[config.mk]
export PLATFORM = sky130hd
export DESIGN_NAME = mod_updown_counter_flat
export DESIGN_NICKNAME = d
export VERILOG_FILES = /design/src/rtl/mod_updown_counter_if.sv /design/src/rtl/mod_updown_counter.sv /design/src/flat_wrapper.sv
export SDC_FILE = /design/constraint.sdc
export NUM_CORES = 1
export LEC_CHECK = 0
export BUFFER_PORTS_ARGS = -buffer_cell sky130_fd_sc_hd__buf_2
export CAP_MARGIN = 25
export CORE_AREA = 3 3 40 42
export CTS_CLUSTER_DIAMETER = 50
export DETAILED_ROUTE_END_ITERATION = 8
export DIE_AREA = 0 0 43 45
export PLACE_DENSITY_LB_ADDON = 0.2
export SLEW_MARGIN = 30
export SYNTH_ARGS = -nofsm -noshare
export SYNTH_HDL_FRONTEND = slang
export SYNTH_SLANG_ARGS = --single-unit
[constraint.sdc]
create_clock -name clk -period 1.5 [get_ports clk]
set_clock_uncertainty 0.15 [all_clocks]
set_input_delay 0.375 -clock clk [delete_from_list [all_inputs] [get_ports clk]]
set_output_delay 0.375 -clock clk [all_outputs]
set_load 0.05 [all_outputs]
[src/rtl/mod_updown_counter_if.sv]
// Handshake-free control/status bundle for mod_updown_counter.
// master drives control and observes status; slave is the counter.
interface mod_updown_counter_if #(
  parameter int WIDTH = 4
);
  logic             en;
  logic             up;
  logic             load;
  logic [WIDTH-1:0] load_val;
  logic [WIDTH-1:0] count;
  logic             tc;
  logic             wrap;

  modport master (
    output en,
    output up,
    output load,
    output load_val,
    input  count,
    input  tc,
    input  wrap
  );

  modport slave (
    input  en,
    input  up,
    input  load,
    input  load_val,
    output count,
    output tc,
    output wrap
  );
endinterface

[src/rtl/mod_updown_counter.sv]
// Synchronous modulo-N up/down counter with load, tc and wrap flags.
// Define MOD_UPDOWN_COUNTER_SAT_EN for saturating instead of wrapping.
module mod_updown_counter #(
  parameter int              WIDTH   = 4,
  parameter longint unsigned MODULUS = 16
) (
  input  logic                    clk,
  input  logic                    rst,
  mod_updown_counter_if.slave     bus
);

  localparam longint unsigned MAXMOD =
    64'd1 << WIDTH;

  if (WIDTH < 1 || WIDTH > 32) begin : g_bad_width
    $error("mod_updown_counter: WIDTH out of range");
  end

  if (MODULUS < 2 || MODULUS > MAXMOD) begin : g_bad_mod
    $error("mod_updown_counter: MODULUS out of range");
  end

  // Largest legal count; always fits in WIDTH bits.
  localparam logic [WIDTH-1:0] LAST =
    WIDTH'(MODULUS - 64'd1);
  localparam logic [WIDTH-1:0] ONE = WIDTH'(1);

  logic [WIDTH-1:0] r_count;
  logic             r_wrap;

  logic             w_at_last;
  logic             w_at_zero;
  logic [WIDTH-1:0] w_inc;
  logic [WIDTH-1:0] w_dec;
  logic [WIDTH-1:0] w_ld;
  logic [WIDTH-1:0] w_cnt_nxt;
  logic             w_wrap_nxt;
  logic             w_tc;

  assign w_at_last = (r_count == LAST);
  assign w_at_zero = (r_count == '0);

  // Out-of-range load values clamp to the top of the range.
  assign w_ld = (bus.load_val > LAST) ? LAST
                                      : bus.load_val;

`ifdef MOD_UPDOWN_COUNTER_SAT_EN
  assign w_inc = w_at_last ? LAST : r_count + ONE;
  assign w_dec = w_at_zero ? '0   : r_count - ONE;
`else
  assign w_inc = w_at_last ? '0   : r_count + ONE;
  assign w_dec = w_at_zero ? LAST : r_count - ONE;
`endif

  // Next count/wrap: load beats enable, enable picks direction.
  always_comb begin
    w_cnt_nxt  = r_count;
    w_wrap_nxt = 1'b0;
    if (bus.load) begin
      w_cnt_nxt = w_ld;
    end else if (bus.en) begin
      if (bus.up) begin
        w_cnt_nxt  = w_inc;
        w_wrap_nxt = w_at_last;
      end else begin
        w_cnt_nxt  = w_dec;
        w_wrap_nxt = w_at_zero;
      end
    end
  end

  // Count and wrap registers, cleared asynchronously.
  always_ff @(posedge clk or posedge rst) begin
    if (rst) begin
      r_count <= '0;
      r_wrap  <= 1'b0;
    end else begin
      r_count <= w_cnt_nxt;
      r_wrap  <= w_wrap_nxt;
    end
  end

  // Terminal count flags the edge that will wrap, for cascading.
  assign w_tc = bus.en & ~bus.load &
                (bus.up ? w_at_last : w_at_zero);

  assign bus.count = r_count;
  assign bus.wrap  = r_wrap;
  assign bus.tc    = w_tc;

endmodule
[src/flat_wrapper.sv]
// flat-port wrapper written by rule: the top's interface ports become plain ports
module mod_updown_counter_flat 
#(
  parameter int              WIDTH   = 4,
  parameter longint unsigned MODULUS = 16
)
  (clk, rst, bus_en, bus_up, bus_load, bus_load_val, bus_count, bus_tc, bus_wrap);
  mod_updown_counter_if #(.WIDTH(WIDTH)) bus_i ();
  input  logic clk;
  input  logic rst;
  input wire logic [$bits(bus_i.en)-1:0] bus_en;
  input wire logic [$bits(bus_i.up)-1:0] bus_up;
  input wire logic [$bits(bus_i.load)-1:0] bus_load;
  input wire logic [$bits(bus_i.load_val)-1:0] bus_load_val;
  output wire logic [$bits(bus_i.count)-1:0] bus_count;
  output wire logic [$bits(bus_i.tc)-1:0] bus_tc;
  output wire logic [$bits(bus_i.wrap)-1:0] bus_wrap;
  assign bus_i.en = bus_en;
  assign bus_i.up = bus_up;
  assign bus_i.load = bus_load;
  assign bus_i.load_val = bus_load_val;
  assign bus_count = bus_i.count;
  assign bus_tc = bus_i.tc;
  assign bus_wrap = bus_i.wrap;
  mod_updown_counter #(.WIDTH(WIDTH), .MODULUS(MODULUS)) u_core (.clk(clk), .rst(rst), .bus(bus_i));
endmodule
==> reports/qor.csv <==
stage;metric;value;unit
setup_path;Startpoint Class;flop;
setup_path;Buf+Inv Stages, Crit Path;2;
floorplanning;full die area;1940;um2
sta;final slew viol count;0;
setup_path;CP Capture Type;primary output;
floorplanning;I/O Pins;15;
routing;DR vias/cell;5.18;
cts;CTS H-tree lvls;1;
setup_path;critical-path cell list;inv_2, ha_4, nor3b_4, nand2_2, a21oi_4, buf_6;
setup_path;crit-path leading delay family;flip-flops;
cells_and_area;# fillers;116;
placed_design;placed cell count;85;
cts;clock root cell;clkbuf_4;
cells_and_area;multi-input logic area;274;um2
cells_and_area;post-layout net count;90;
cells_and_area;most common cell after layout, fill and taps aside;buf_4;
global_routing;vias in the first global route;452;
routing;DRC viols;0;
cells_and_area;share of layout cells above drive strength 1;65.4;%
global_routing;GRT Residual Overflow;0;
global_routing;total track usage;14.3;%
flow_run;Max Cap Viol;0;
synthesis;ys async rst share;100;%
global_routing;largest net degree at the start of global routing;8;
power;cell internal pwr;440;uW
placed_design;Final GP Congestion;0.819;
floorplanning;die height;45;um
routing;DRT Pass-1 Iters;4;
cts;CTS tree;done;
synthesis;Ys Warns;0;
sta;final worst setup slack;-0.484;ns
power;clock share of power;22.3;%
sta;Least-Margin Pin Slew;0.247;ns
power;part of the power in registers;24.4;%
cells_and_area;most frequent cells in the layout;buf_4 (16), buf_2 (9), o21ai_1 (4);
global_routing;initial antenna violation count;0;
outcome;outcome;finished with violations;
synthesis;Gate Count Post-Synth;44;
setup_path;CP max stage delay;0.43;ns
routing;1st-iter DRT viols;18;
sta;worst rel slew slack;83.7;%
placed_design;IO buf count;14;
floorplanning;die width;43;um
sta;Final Hold Fails;0;
power;Worst VDD drop;0.673;mV
placed_design;Detail Placement HPWL;922;um
cts;clk buf depth;2;
placed_design;Post-DP Area;597;um2
routing;wire per inst;13.2;um
sta;RSZ-0062 raised after global routing;true;
power;PD cells;975;nW/um2
sta;period utilisation layout;132;%
synthesis;sequential area share after synthesis;32.7;%
synthesis;Post-synth EDFFs;0;
power;LEAKAGE;0.334;nW
cells_and_area;final non-filler cell total;93;
floorplanning;Initial Util;29.8;%
power;total power;703;uW
synthesis;post-synthesis cell area;383;um2
outcome;failing checks;negative setup slack;
sta;final setup vio count;5;
setup_path;crit path max-delay cell type;dfrtp_2;
power;switching power;263;uW
cells_and_area;ANT cells;0;
cells_and_area;Final Cell Area;721;um2
cells_and_area;Layout area overhead;88.2;%
setup_path;Worst Path Required;0.97;ns
cts;clock slew at reported path FFs;0.04;ns
floorplanning;Core Area;1280;um2
cts;clk sink count;5;
cts;Num CTS Buffers;3;
power;logic gate share of total power;53.3;%
placed_design;Place WS;-0.351;ns
cells_and_area;Finished Core Util;56.1;%
cts;Clock Latency Late Sink;0.24;ns
synthesis;Synth Register Bits;5;
routing;drt total wl;1230;um
sta;Period minus WS final;1.98;ns
synthesis;Distinct cells, synth;24;
floorplanning;row cnt;13;
cells_and_area;Reg area;129;um2
routing;vias;482;
power;Switching Fraction;37.4;%
hold_path;Hold Crit Class;in2reg;
sta;FMAX;504;MHz
setup_path;Setup CP Type;reg2out;
setup_path;crit path DAT;1.46;ns
routing;ANT nets after route;0;
global_routing;global-route wire length before repair;2000;um
synthesis;ys flop type;dfrtp_1;
synthesis;Post-Syn Area per Cell;8.70;um2
synthesis;Syn Nets;55;
setup_path;CP Max Fanout;3;
cells by family (layout without fill, tap and decap cells):
kind of cell | Yosys count | count (layout) | synth area share, %
fa+ha+maj | 2 | 2 | 6.53
mux | 3 | 3 | 9.48
flops | 5 | 5 | 32.7
compound gates | 14 | 14 | 23.2
xor+xnor | 2 | 2 | 4.58
simple gates | 11 | 11 | 14.7
buf+inv | 7 | 41 | 8.82
repair_timing:
action	4_1_cts	5_1_grt
pin swaps	3	1
resized for setup	16	5
setup endpoints to repair	8	8
buffers inserted	2	2
hold buffers	1	0
hold endpoints to repair	5	0
per-layer routing:
metal / share of wire [%] / vias to the layer above / GRT usage, %
li1: - / 226 / -
met1: 39 / 217 / 16.7
met2: 49 / 33 / 23.4
met3: 8.0 / 6 / 4.78
met4: 3.6 / 0 / 7.23
met5: 0 / - / 0
cell type report:
| type | instances | area share, % |
|---|---|---|
| Inverter | 5 | 2.60 |
| Timing Repair Buffer | 32 | 35.2 |
| Clock buffer | 4 | 3.65 |
| Sequential cell | 5 | 17.9 |
| Multi-Input combinational cell | 32 | 38.0 |
| Tap cell | 15 | 2.60 |
power by group through the flow:
stage | clock network [mW] | registers, mW | logic, mW
3_3_place_gp | 0 | 0.172 | 0.303
3_5_place_dp | 0 | 0.172 | 0.301
5_1_grt | 0.178 | 0.173 | 0.399
2_1_floorplan | 0 | 0.234 | 0.124
4_1_cts | 0.166 | 0.172 | 0.353
6_report | 0.157 | 0.172 | 0.374
sequential cells by signal, summed over array words and instances, names as in the netlist:
| signal | flops |
|---|---|
| u_core.bus.wrap | 1 |
| u_core.bus.count | 4 |
cell usage after synthesis, types with 2 or more instances:
cell | n | share of area (%)
dfrtp_1 | 5 | 33
a21oi_1 | 4 | 5.2
inv_1 | 4 | 3.9
nand2_1 | 4 | 3.9
o21ai_0 | 4 | 5.2
a31oi_1 | 2 | 3.3
ha_1 | 2 | 6.5
nand4_1 | 2 | 3.3
xnor2_1 | 2 | 4.6
per-stage QoR:
| step | hold WS (ns) | setup TNS [ns] |
|---|---|---|
| finish | 0.193 | -0.768 |
| global route | 0.201 | -1.05 |
| CTS | 0.189 | -0.688 |
| detailed placement | 0.142 | -0.484 |
| global placement | 0.135 | -0.497 |
| floorplan | 0.00332 | -0.805 |
worst register-to-register path, cell delays in order (launching register included):
cell      delay, ns
dfrtp_2        0.39
inv_2          0.06
ha_4           0.15
nor3b_4        0.15
buf_4          0.13
o221ai_2       0.15
o21ai_1        0.09
mux2_2         0.26
worst paths after layout:
path / depth (start not counted) / slack, ns / endpoint / startpoint
worst min register to register: 3 / 0.49 / u_core.bus.wrap$_DFF_PP0_ / u_core.bus.count[3]$_DFFE_PP0P_
max in group asynchronous: 3 / 0.57 / u_core.bus.count[2]$_DFFE_PP0P_ / rst
worst max-delay path: 6 / -0.48 / bus_tc / u_core.bus.count[0]$_DFFE_PP0P_
worst min-delay path: 3 / 0.19 / u_core.bus.count[2]$_DFFE_PP0P_ / bus_load_val[2]
min in group asynchronous: 3 / 0.43 / u_core.bus.count[0]$_DFFE_PP0P_ / rst
worst max register to register: 7 / -0.14 / u_core.bus.count[0]$_DFFE_PP0P_ / u_core.bus.count[0]$_DFFE_PP0P_
No activity file was read; power rests on OpenSTA's default activity.
